### src/rtl/dmem_arbiter.sv
// Two-master arbiter/sequencer in front of the single DMEM + UART TX port (IDLE -> ISSUE -> RESP).
// Define DMEM_ARB_RR_EN for round-robin arbitration; otherwise port 0 has fixed priority.
module dmem_arbiter #(
  parameter logic [31:0] DMEM_BASE    = 32'h1000_0000,
  parameter logic [31:0] DMEM_BYTES   = 32'd131072,
  parameter logic [31:0] UART_TX_ADDR = 32'h2000_0000
) (
  input  logic        clk,
  input  logic        rst_n,
  input  logic        m0_req_valid,
  output logic        m0_req_ready,
  input  logic        m0_req_write,
  input  logic [31:0] m0_req_addr,
  input  logic [31:0] m0_req_wdata,
  input  logic [1:0]  m0_req_size,
  input  logic        m0_req_signed,
  output logic        m0_rsp_valid,
  input  logic        m0_rsp_ready,
  output logic [31:0] m0_rsp_rdata,
  output logic        m0_rsp_err,
  input  logic        m1_req_valid,
  output logic        m1_req_ready,
  input  logic        m1_req_write,
  input  logic [31:0] m1_req_addr,
  input  logic [31:0] m1_req_wdata,
  input  logic [1:0]  m1_req_size,
  input  logic        m1_req_signed,
  output logic        m1_rsp_valid,
  input  logic        m1_rsp_ready,
  output logic [31:0] m1_rsp_rdata,
  output logic        m1_rsp_err,
  output logic        mem_read,
  output logic        mem_write,
  output logic [31:0] mem_addr,
  output logic [31:0] mem_wdata,
  output logic        mem_load_signed,
  output logic [1:0]  mem_load_size,
  output logic [1:0]  mem_store_size,
  input  logic [31:0] mem_rdata
);

  typedef enum logic [1:0] {ST_IDLE, ST_ISSUE, ST_RESP} state_t;

  state_t      r_state, w_state_nxt;
  logic        w_gnt0, w_gnt1, w_accept, w_rsp_hs, w_issue, w_resp;
  logic        w_write, w_signed, w_in_range, w_uart, w_misalign, w_err;
  logic [31:0] w_addr, w_wdata;
  logic [1:0]  w_size;
  logic        r_owner, r_write, r_signed, r_err;
  logic [31:0] r_addr, r_wdata, r_rdata;
  logic [1:0]  r_size;

`ifdef DMEM_ARB_RR_EN
  logic r_rr_ptr;

  assign w_gnt0 = m0_req_valid & (~m1_req_valid | ~r_rr_ptr);
  assign w_gnt1 = m1_req_valid & (~m0_req_valid | r_rr_ptr);

  // Pointer always names the port that did not win the last grant.
  always_ff @(posedge clk or negedge rst_n) begin
    if (!rst_n)        r_rr_ptr <= 1'b0;
    else if (w_accept) r_rr_ptr <= ~w_gnt1;
  end
`else
  assign w_gnt0 = m0_req_valid;
  assign w_gnt1 = m1_req_valid & ~m0_req_valid;
`endif

  assign w_accept     = (r_state == ST_IDLE) & (w_gnt0 | w_gnt1);
  assign m0_req_ready = (r_state == ST_IDLE) & w_gnt0;
  assign m1_req_ready = (r_state == ST_IDLE) & w_gnt1;

  assign w_write  = w_gnt1 ? m1_req_write  : m0_req_write;
  assign w_addr   = w_gnt1 ? m1_req_addr   : m0_req_addr;
  assign w_wdata  = w_gnt1 ? m1_req_wdata  : m0_req_wdata;
  assign w_size   = w_gnt1 ? m1_req_size   : m0_req_size;
  assign w_signed = w_gnt1 ? m1_req_signed : m0_req_signed;

  // The >= guard keeps the subtraction from wrapping into a false hit.
  assign w_in_range = (w_addr >= DMEM_BASE) && ((w_addr - DMEM_BASE) < DMEM_BYTES);
  assign w_uart     = (w_addr == UART_TX_ADDR);
  assign w_misalign = (w_size == 2'b01) ? w_addr[0] : (w_size[1] & (|w_addr[1:0]));
  assign w_err      = w_write ? (~w_uart & (~w_in_range | w_misalign))
                              : (~w_in_range | w_misalign);

  assign w_issue  = (r_state == ST_ISSUE);
  assign w_resp   = (r_state == ST_RESP);
  assign w_rsp_hs = w_resp & (r_owner ? m1_rsp_ready : m0_rsp_ready);

  always_ff @(posedge clk or negedge rst_n) begin
    if (!rst_n) r_state <= ST_IDLE;
    else        r_state <= w_state_nxt;
  end

  always_comb begin
    w_state_nxt = r_state;
    case (r_state)
      ST_IDLE:  if (w_accept) w_state_nxt = w_err ? ST_RESP : ST_ISSUE;
      ST_ISSUE: w_state_nxt = ST_RESP;
      ST_RESP:  if (w_rsp_hs) w_state_nxt = ST_IDLE;
      default:  w_state_nxt = ST_IDLE;
    endcase
  end

  always_ff @(posedge clk or negedge rst_n) begin
    if (!rst_n) begin
      r_owner  <= 1'b0;
      r_write  <= 1'b0;
      r_signed <= 1'b0;
      r_err    <= 1'b0;
      r_addr   <= '0;
      r_wdata  <= '0;
      r_size   <= '0;
      r_rdata  <= '0;
    end else if (w_accept) begin
      r_owner  <= w_gnt1;
      r_write  <= w_write;
      r_signed <= w_signed;
      r_err    <= w_err;
      r_addr   <= w_addr;
      r_wdata  <= w_wdata;
      r_size   <= w_size;
      r_rdata  <= '0;
    end else if (w_issue) begin
      r_rdata  <= r_write ? 32'h0 : mem_rdata;
    end
  end

  assign mem_read        = w_issue & ~r_write;
  assign mem_write       = w_issue & r_write;
  assign mem_addr        = w_issue ? r_addr : 32'h0;
  assign mem_wdata       = mem_write ? r_wdata : 32'h0;
  assign mem_load_signed = mem_read & r_signed;
  assign mem_load_size   = mem_read ? r_size : 2'b00;
  assign mem_store_size  = mem_write ? r_size : 2'b00;

  assign m0_rsp_valid = w_resp & ~r_owner;
  assign m1_rsp_valid = w_resp & r_owner;
  assign m0_rsp_rdata = m0_rsp_valid ? r_rdata : 32'h0;
  assign m1_rsp_rdata = m1_rsp_valid ? r_rdata : 32'h0;
  assign m0_rsp_err   = m0_rsp_valid & r_err;
  assign m1_rsp_err   = m1_rsp_valid & r_err;

endmodule
### config.mk
export PLATFORM = sky130hd
export DESIGN_NAME = dmem_arbiter
export DESIGN_NICKNAME = d
export VERILOG_FILES = /design/src/rtl/dmem_arbiter.sv
export SDC_FILE = /design/constraint.sdc
export NUM_CORES = 1
export LEC_CHECK = 0
export ABC_AREA = 1
export CORE_AREA = 2 2 123 125
export DETAILED_ROUTE_END_ITERATION = 12
export DIE_AREA = 0 0 125 127
export PLACE_DENSITY_LB_ADDON = 0.3
export SLEW_MARGIN = 20
export SYNTH_ARGS = -nofsm -noshare
export SYNTH_HDL_FRONTEND = slang
export SYNTH_SLANG_ARGS = --single-unit
### constraint.sdc
create_clock -name clk -period 3.9 [get_ports clk]
set_input_delay 0.78 -clock clk [delete_from_list [all_inputs] [get_ports clk]]
set_output_delay 0.78 -clock clk [all_outputs]
set_load 0.02 [all_outputs]
==> impl_metrics.env, run 1 <==
export IMPL_critPathCaptureType="output port"
export IMPL_clk_pin_slew_ns=0.07
export IMPL_pin_count_of_the_biggest_net_entering_global_routing=92
export IMPL_post_route_cells_drive_above_1_share_pct=3.666
export IMPL_critical_path_peak_fanout=34
export IMPL_antenna_cells_inserted=0
export IMPL_post_layout_minimum_cycle_time_ns=3.462
export IMPL_holdWs_ns=0.4915
export IMPL_io_buffers=314
export IMPL_reg2reg_setup_slack_ns=1.89
export IMPL_unrepaired_setup_endpoints_after_global_routing="false"
export IMPL_synth_edf_count=0
export IMPL_timing_final_ws_setup_ns=0.4383
export IMPL_crit_family="buffers and inverters"
export IMPL_tightest_slew_ns=1.007
export IMPL_timing_critical_path_from_type="flip-flop"
export IMPL_num_rows=44
export IMPL_clock_fmax_ghz=0.2889
export IMPL_drt_drc_violations_left=0
export IMPL_ioPinCount=315
export IMPL_tritoncts_clock_tree="yes"
export IMPL_filler_cell_count=1344
export IMPL_path_class="reg2out"
export IMPL_root_buffer="clkbuf_16"
export IMPL_crit_buf_inv=4
export IMPL_synth_cell_type_count=30
export IMPL_drt_iter0_drc=367
export IMPL_p_per_area_nw_per_um2=413.0
export IMPL_mappedNetlistNets=974
export IMPL_clockBufferDepth=2
export IMPL_finish_cell_count_without_fillers=1275
export IMPL_min_period_over_period_pct=88.76
export IMPL_cpMaxStageDelayCell="clkdlybuf4s50_1"
export IMPL_timing_clock_skew_ns=0.008929
export IMPL_synth_top_flop_cell="dfrtp_1"
export IMPL_die_x_um=125
export IMPL_layout_area_overhead_vs_synth_pct=63.02
export IMPL_yosys_warnings=0
export IMPL_outcome="finished clean"
export IMPL_cts_htree_levels=3
export IMPL_worst_hold_path_endpoint="r_size[1]"
export IMPL_grt_pass1_wl_um=30510
export IMPL_routedWlPerCell_um=15.14
export IMPL_postCtsSetupBuffers=0
export IMPL_grt_pass1_vias=5791
export IMPL_ant_nets=0
export IMPL_placed_insts=1260
export IMPL_max_cap_violations=0
export IMPL_globalRouteTotalUtil_pct=24.23
export IMPL_yosys_register_bits=104
export IMPL_wl_um=19300
export IMPL_antenna_found_initial=0
export IMPL_postLayoutCellArea_um2=9144
export IMPL_rr_worst_depth=6
export IMPL_p_leak_nw=4.003
export IMPL_worstHoldStart="r_size[1]"
export IMPL_synth_cell_area_um2=5609
export IMPL_synth_sequential_area_ratio_pct=46.40
export IMPL_design_power_total_mw=3.777
export IMPL_initial_core_util_pct=38.89
export IMPL_worst_ir_drop_vdd_mv=0.2967
export IMPL_synth_async_reset_ratio_pct=100.0
export IMPL_detail_route_first_pass_iterations=5
export IMPL_postSynthCellCount=800
export IMPL_cts_resized=0
export IMPL_final_cell_mix="clkdlybuf4s50_1 (313), nor2_1 (194), nand2_1 (157)"
export IMPL_routed_via_density=4.762
export IMPL_fin_tns_setup_ns=0
export IMPL_cts_made_buffers=9
export IMPL_dp_hpwl_um=14640
export IMPL_critical_path_cell_chain="inv_2 -> nor2_1 -> inv_2 -> nor2_1 -> inv_2 -> nor2_1 -> clkdlybuf4s50_1"
export IMPL_timing_final_max_slew_violations=0
export IMPL_dpl_worst_slack_ns=0.5619
export IMPL_critical_path_arrival_ns=2.68
export IMPL_mostFrequentLayoutCell="clkdlybuf4s50_1"
export IMPL_slew_limit_headroom_pct=32.77
export IMPL_grt_ovfl_total=0
export IMPL_placedInstanceArea_um2=8836
export IMPL_worst_r2r_startpoint="r_state[1]"
export IMPL_dieHeight_um=127
export IMPL_nets=1261
export IMPL_final_core_utilization_pct=63.39
export IMPL_cts_sinks=104
export IMPL_die_area_um2=15880
export IMPL_ctsHoldBuffers=0
export IMPL_min_delay_path_class="reg2reg"
export IMPL_core_area_um2=14420
export IMPL_hold_viol=0
export IMPL_post_synth_cell_area_avg_um2=7.011
export IMPL_required_worst_endpoint_ns=3.12
export IMPL_dr_total_vias=6071
export IMPL_routabilityCongestion=0.9631
export IMPL_worst_skew_pair_late_latency_ns=0.35
export IMPL_crit_reg_reg_endpoint="r_wdata[9]"
export IMPL_timing_hold_worst_path_depth=2
export IMPL_max_stage_delay_ns=0.57
export IMPL_report_final_setup_viol=0
==> sequential cells by signal (all words and copies together), names as in the netlist <==
register and flops:
r_write 1, r_wdata 32, r_signed 1, r_rdata 32, r_addr 32, r_size 2
r_state 2, r_err 1, r_owner 1
==> synthesized netlist by cell type (4+ instances only) <==
cell	n	area, um2
buf_2	10	50.05
buf_6	4	45.04
nor2_1	195	732.0
nand2_1	157	589.3
o22ai_1	33	206.5
clkbuf_1	24	90.09
o21ai_0	101	505.5
inv_2	4	15.01
inv_1	120	450.4
nand3b_1	6	45.04
dfrtp_1	104	2603
buf_1	7	26.28
nand3_1	13	65.06
==> how the worst max path moves through the flow <==
stage,from,to,cells after the start
after floorplan,r_state[1],mem_store_size[0],6
after global placement,m0_req_valid,m1_req_ready,5
final,r_state[0],mem_store_size[0],7
after detailed placement,m0_req_valid,m1_req_ready,5
after CTS,r_state[0],mem_store_size[0],7
after global routing,r_state[0],mem_wdata[3],7
==> kinds of logic after synthesis <==
family	Yosys count	share of synthesized area (%)
AOI/OAI and AO/OA	140	13.58
DFF	104	46.40
and+or+nand+nor	381	27.10
muxes	2	0.3569
buffers and inverters	173	12.56
==> routing by layer <==
metal | global-route usage (%) | vias to the layer above | part of all wire, %
li1 | - | 3009 | -
met1 | 30.57 | 2754 | 41
met2 | 40.03 | 267 | 48
met3 | 4.858 | 41 | 7.1
met4 | 11.83 | 0 | 3.8
met5 | 0 | - | 0
==> tightest hold or removal path, stage by stage (launching register included) <==
cell     delay (ns)
dfrtp_1        0.35
nand2_1        0.05
o21ai_0        0.06
==> report_power, final <==
group	internal, mW	switching, mW	total (mW)
sequential	1.43	0.114	1.55
combinational	0.490	0.801	1.29
clock	0.547	0.392	0.940
==> final cells by class <==
| cell class | instances | area [um2] | share of cell area, % |
|---|---|---|---|
| Inverter | 126 | 478.0 | 5.227 |
| Multi-Input combinational cell | 523 | 2305 | 25.21 |
| Sequential cell | 104 | 2603 | 28.46 |
| Clock buffer | 13 | 270.3 | 2.956 |
| Clock inverter | 2 | 37.54 | 0.4105 |
| Timing Repair Buffer | 323 | 3221 | 35.22 |
| Tap cell | 184 | 230.2 | 2.518 |
Note: power is estimated with default switching activity, not from simulation.
==> run 2: changes to the inputs <==
Settings changed: CORE_AREA 2 2 123 125 to 2 2 121 123, CTS_BUF_LIST set to sky130_fd_sc_hd__clkbuf_4 sky130_fd_sc_hd__clkbuf_8, DIE_AREA 0 0 125 127 to 0 0 123 125.
==> run 2 against run 1 <==
  * Wire length decreased by 1.7%
  * Utilization increased by 0.16 points
  * Global-route usage about the same
  * Combinational power hardly changed
  * Final cell count did not move
  * Clock skew grew 0.0043 ns
  * Final area is 1.3% lower
  * Clock power is 30% lower
  * Critical endpoint unchanged
  * Largest cell class unchanged
==> impl_metrics.env, run 2 (synthesis gave the netlist of run 1 again) <==
export IMPL_hold_viol=0
export IMPL_routabilityCongestion=0.8931
export IMPL_timing_clock_skew_ns=0.01321
export IMPL_drt_iter0_drc=345
export IMPL_tritoncts_clock_tree="yes"
export IMPL_min_period_over_period_pct=89.82
export IMPL_root_buffer="clkbuf_8"
export IMPL_antenna_cells_inserted=0
export IMPL_tightest_slew_ns=0.9778
export IMPL_globalRouteTotalUtil_pct=24.27
export IMPL_grt_pass1_wl_um=29290
export IMPL_pin_count_of_the_biggest_net_entering_global_routing=105
export IMPL_finish_cell_count_without_fillers=1275
export IMPL_drt_drc_violations_left=0
export IMPL_routed_via_density=4.721
export IMPL_worst_ir_drop_vdd_mv=0.2130
export IMPL_min_delay_path_class="in2async"
export IMPL_worst_r2r_startpoint="r_state[1]"
export IMPL_postCtsSetupBuffers=0
export IMPL_final_cell_mix="clkdlybuf4s50_1 (313), nor2_1 (194), nand2_1 (157)"
export IMPL_cts_htree_levels=3
export IMPL_critPathCaptureType="output port"
export IMPL_rr_worst_depth=7
export IMPL_mostFrequentLayoutCell="clkdlybuf4s50_1"
export IMPL_report_final_setup_viol=0
export IMPL_detail_route_first_pass_iterations=7
export IMPL_area_occupied_by_multi_input_gates_um2=2305
export IMPL_dieHeight_um=125
export IMPL_clock_fmax_ghz=0.2855
export IMPL_final_core_utilization_pct=63.56
export IMPL_dp_hpwl_um=14220
export IMPL_filler_cell_count=1277
export IMPL_fin_tns_setup_ns=0
export IMPL_clockBufferDepth=2
export IMPL_num_rows=44
export IMPL_required_worst_endpoint_ns=3.12
export IMPL_clk_pin_slew_ns=0.10
export IMPL_die_area_um2=15380
export IMPL_p_per_area_nw_per_um2=387.3
export IMPL_max_stage_delay_ns=0.57
export IMPL_placed_insts=1259
export IMPL_core_area_um2=14200
export IMPL_critical_path_arrival_ns=2.72
export IMPL_wl_um=18970
export IMPL_nets=1260
export IMPL_design_power_total_mw=3.497
export IMPL_cts_sinks=104
export IMPL_grt_ovfl_total=0
export IMPL_antenna_found_initial=0
export IMPL_reg2reg_setup_slack_ns=2.15
export IMPL_ant_nets=0
export IMPL_crit_buf_inv=4
export IMPL_timing_final_max_slew_violations=0
export IMPL_grt_pass1_vias=5666
export IMPL_top_regs="r_addr (32), r_rdata (32), r_wdata (32)"
export IMPL_crit_cells=7
export IMPL_cts_made_buffers=9
export IMPL_setup_worst_path_start="r_state[0]"
export IMPL_cts_resized=0
export IMPL_path_class="reg2out"
export IMPL_critical_path_cell_chain="inv_2 -> nor2_1 -> inv_2 -> nor2_1 -> inv_2 -> nor2_1 -> clkdlybuf4s50_1"
export IMPL_unrepaired_setup_endpoints_after_global_routing="false"
export IMPL_ctsHoldBuffers=0
export IMPL_ff_latch_area_um2=2603
export IMPL_outcome="finished clean"
export IMPL_critical_path_peak_fanout=34
export IMPL_layout_area_overhead_vs_synth_pct=60.94
export IMPL_worst_skew_pair_late_latency_ns=0.36
export IMPL_routedWlPerCell_um=14.88
export IMPL_post_layout_minimum_cycle_time_ns=3.503
export IMPL_ioPinCount=315
export IMPL_crit_family="buffers and inverters"
export IMPL_timing_critical_path_from_type="flip-flop"
export IMPL_max_cap_violations=0
export IMPL_post_route_cells_drive_above_1_share_pct=3.758
export IMPL_cpMaxStageDelayCell="clkdlybuf4s50_1"
export IMPL_placedInstanceArea_um2=8841
export IMPL_io_buffers=314
export IMPL_dr_total_vias=6019
export IMPL_postLayoutCellArea_um2=9027
export IMPL_die_x_um=123
export IMPL_initial_core_util_pct=39.49
export IMPL_slew_limit_headroom_pct=34.74
export IMPL_p_leak_nw=3.955
run 2: cell types whose count changed in the layout (fill, tap and decap cells not counted), moves of 2 or more:
cell	before	now
buf_4	9	7
clkbuf_16	9	0
clkbuf_8	3	11
clkinv_2	0	2
run 2: metal layers:
layer  vias up  track usage [%]  share of wire, %
li1       3009                -                 -
met3        31            6.022               8.3
met4         0            8.289               2.5
met5         -                0                 0
met1      2740            30.07                41
met2       239            41.01                48
run 2: path summary, 6_finish.rpt:
kind,endpoint
max in group asynchronous,r_rdata[8]
min reg2reg,r_addr[12]
max,mem_store_size[0]
max reg2reg,r_rdata[23]
min in group clk,r_addr[12]
min,r_addr[23]
run 2: where the power goes:
| group | internal (mW) | switching [mW] |
|---|---|---|
| Sequential | 1.43 | 0.116 |
| Combinational | 0.491 | 0.805 |
| Clock | 0.277 | 0.379 |
| Total | 2.20 | 1.30 |
run 2: area by class of cell:
class                      count  share of cell area, %
tap                          184                  2.550
clock buffer                  12                  1.760
timing repair buffer         322                  35.73
inverter                     126                  5.295
multi-input combinational    523                  25.53
sequential                   104                  28.83
clock inverter                 4                 0.3049
run 2: stage by stage:
step	setup WS, ns	hold slack [ns]
6_report	0.3971	0.4299
3_3_place_gp	0.5699	0.4680
2_1_floorplan	1.519	0.4530
4_1_cts	0.3399	0.4818
3_5_place_dp	0.5537	0.4743
5_1_grt	0.2087	0.5074
==> run 3: changes to the inputs <==
Settings changed: CORE_AREA 2 2 121 123 to 2 2 122 124, DIE_AREA 0 0 123 125 to 0 0 124 126, PLACE_DENSITY_LB_ADDON 0.3 to 0.2, SETUP_SLACK_MARGIN set to 0.05.
Clock period 3.9 ns to 3.6 ns, I/O delays scaled along.
==> run 3 against run 2 <==
  * Final area barely moved
  * Die area is 1.6% higher
  * Combinational power is 8% higher
  * Non-clock buffer count is 2 higher
  * Sequential power increased by 8%
  * Via count decreased by 0.65%
  * Utilization shrank 0.43 points
  * Clock power grew 7.9%
  * Worst setup slack better by 0.029 ns
  * Sequential share of layout area about the same
  * Wire length is 0.17% lower
  * Critical endpoint is now m1_rsp_rdata[10]
  * Largest power group unchanged
  * Highest routed layer is now met5
==> impl_metrics.env, run 3 (synthesis gave the netlist of run 1 again) <==
export IMPL_timing_critical_path_from_type="flip-flop"
export IMPL_placedInstanceArea_um2=8841
export IMPL_p_clk_share_pct=18.7
export IMPL_tightest_slew_ns=1.025
export IMPL_drt_iter0_drc=388
export IMPL_fin_tns_setup_ns=0
export IMPL_globalRouteTotalUtil_pct=24.08
export IMPL_placed_insts=1261
export IMPL_slew_limit_headroom_pct=31.58
export IMPL_crit_reg_reg_endpoint="r_addr[8]"
export IMPL_wl_um=18940
export IMPL_final_core_utilization_pct=63.13
export IMPL_cpMaxStageDelayCell="clkdlybuf4s50_1"
export IMPL_critical_path_cell_chain="inv_2 -> nand2_1 -> nor2_1 -> inv_1 -> nor2_1 -> clkdlybuf4s50_1"
export IMPL_path_class="reg2out"
export IMPL_seq_power_share_pct=44.1
export IMPL_critPathCaptureType="output port"
export IMPL_antenna_found_initial=1
export IMPL_dp_hpwl_um=14470
export IMPL_routedWlPerCell_um=14.83
export IMPL_clock_fmax_ghz=0.3151
export IMPL_setup_worst_path_start="r_state[0]"
export IMPL_timing_final_max_slew_violations=0
export IMPL_internal_power_mw=2.401
export IMPL_core_area_um2=14310
export IMPL_detail_route_first_pass_iterations=5
export IMPL_max_stage_delay_ns=0.65
export IMPL_crit_path_end="m1_rsp_rdata[10]"
export IMPL_min_period_over_period_pct=88.17
export IMPL_final_cell_mix="clkdlybuf4s50_1 (312), nor2_1 (194), nand2_1 (157)"
export IMPL_min_delay_path_class="in2async"
export IMPL_root_buffer="clkbuf_8"
export IMPL_rr_worst_depth=5
export IMPL_cts_htree_levels=3
export IMPL_switching_share_pct=36.62
export IMPL_worst_r2r_startpoint="r_state[1]"
export IMPL_clockBufferDepth=2
export IMPL_outcome="finished clean"
export IMPL_grt_pass1_wl_um=29120
export IMPL_worst_ir_drop_vdd_mv=0.3082
export IMPL_p_leak_nw=3.962
export IMPL_num_rows=44
export IMPL_dieHeight_um=126
export IMPL_grt_pass1_vias=5601
export IMPL_routed_via_density=4.683
export IMPL_postLayoutCellArea_um2=9036
export IMPL_layout_area_overhead_vs_synth_pct=61.10
export IMPL_timing_clock_skew_ns=0.01291
export IMPL_initial_core_util_pct=39.19
export IMPL_finish_cell_count_without_fillers=1277
export IMPL_ioPinCount=315
export IMPL_nets=1262
export IMPL_tritoncts_clock_tree="yes"
export IMPL_max_cap_violations=0
export IMPL_dr_total_vias=5980
export IMPL_critical_path_peak_fanout=33
export IMPL_worst_skew_pair_late_latency_ns=0.36
export IMPL_clk_pin_slew_ns=0.09
export IMPL_die_x_um=124
export IMPL_routabilityCongestion=0.9053
export IMPL_post_route_cells_drive_above_1_share_pct=4.026
export IMPL_reg2reg_setup_slack_ns=1.95
export IMPL_post_layout_minimum_cycle_time_ns=3.174
export IMPL_pin_count_of_the_biggest_net_entering_global_routing=88
export IMPL_drt_drc_violations_left=0
export IMPL_crit_path_frequent_cell="nor2_1"
export IMPL_p_per_area_nw_per_um2=419.3
export IMPL_report_final_setup_viol=0
export IMPL_unrepaired_setup_endpoints_after_global_routing="false"
export IMPL_hold_viol=0
export IMPL_grt_ovfl_total=0
export IMPL_power_switching_mw=1.387
export IMPL_cts_made_buffers=9
export IMPL_required_worst_endpoint_ns=2.88
export IMPL_io_buffers=314
export IMPL_die_area_um2=15620
export IMPL_holdWs_ns=0.4410
export IMPL_p_comb_share_pct=37.2
export IMPL_antenna_cells_inserted=0
export IMPL_mostFrequentLayoutCell="clkdlybuf4s50_1"
export IMPL_top_regs="r_addr (32), r_rdata (32), r_wdata (32)"
export IMPL_cts_sinks=104
export IMPL_postCtsSetupBuffers=0
export IMPL_critical_path_arrival_ns=2.45
export IMPL_ant_nets=0
-- run 3: power groups by stage --
| stage | clock network [mW] | registers (mW) | logic (mW) |
|---|---|---|---|
| after global placement | 0 | 1.68 | 1.41 |
| after global routing | 0.782 | 1.71 | 1.61 |
| after detailed placement | 0 | 1.69 | 1.43 |
| after floorplan | 0 | 1.66 | 0.912 |
| final | 0.708 | 1.67 | 1.41 |
| after CTS | 0.734 | 1.67 | 1.43 |
-- run 3: through the flow --
stage | setup slack (ns) | total power, mW
finish | 0.4260 | 3.789
global route | 0.2474 | 4.104
CTS | 0.2265 | 3.838
detailed placement | 0.6090 | 3.120
global placement | 0.6736 | 3.087
floorplan | 1.279 | 2.574
-- run 3: critical path: cells and delay by family (launching register included) --
family | cells | cell delay, ns
buffers and inverters | 3 | 1.17
flip-flops | 1 | 0.40
AND/OR/NAND/NOR | 3 | 0.52
-- run 3: how the worst min path moves through the flow --
stage / startpoint / to / slack (ns) / cells after the start
floorplan: rst_n / r_addr[0] / 0.42 / 0
global placement: r_addr[2] / r_addr[2] / 0.46 / 2
detailed placement: r_addr[19] / r_addr[19] / 0.47 / 2
CTS: rst_n / r_wdata[25] / 0.48 / 1
global route: rst_n / r_addr[26] / 0.48 / 1
finish: rst_n / r_wdata[25] / 0.44 / 1
-- run 3: layout make-up --
type	instances	area [um2]
multi-input cells	523	2305
fillers	1330	5278
inverters	126	480.5
clock buffers	14	180.2
clock inverters	2	12.51
flip-flops and latches	104	2603
repair buffers	324	3226
well taps	184	230.2
-- run 3: repair_timing --
action | CTS | global route
setup endpoints to repair | 0 | 2
gates resized for setup | 0 | 2
hold buffers | 0 | 0
-- run 3: per-layer routing --
metal / track usage [%] / vias up / share of wire (%)
met4: 7.336 / 2 / 2.3
met5: 0 / - / 0.074
met3: 7.292 / 31 / 9.5
li1: - / 3018 / -
met2: 40.63 / 234 / 49
met1: 29.47 / 2695 / 39
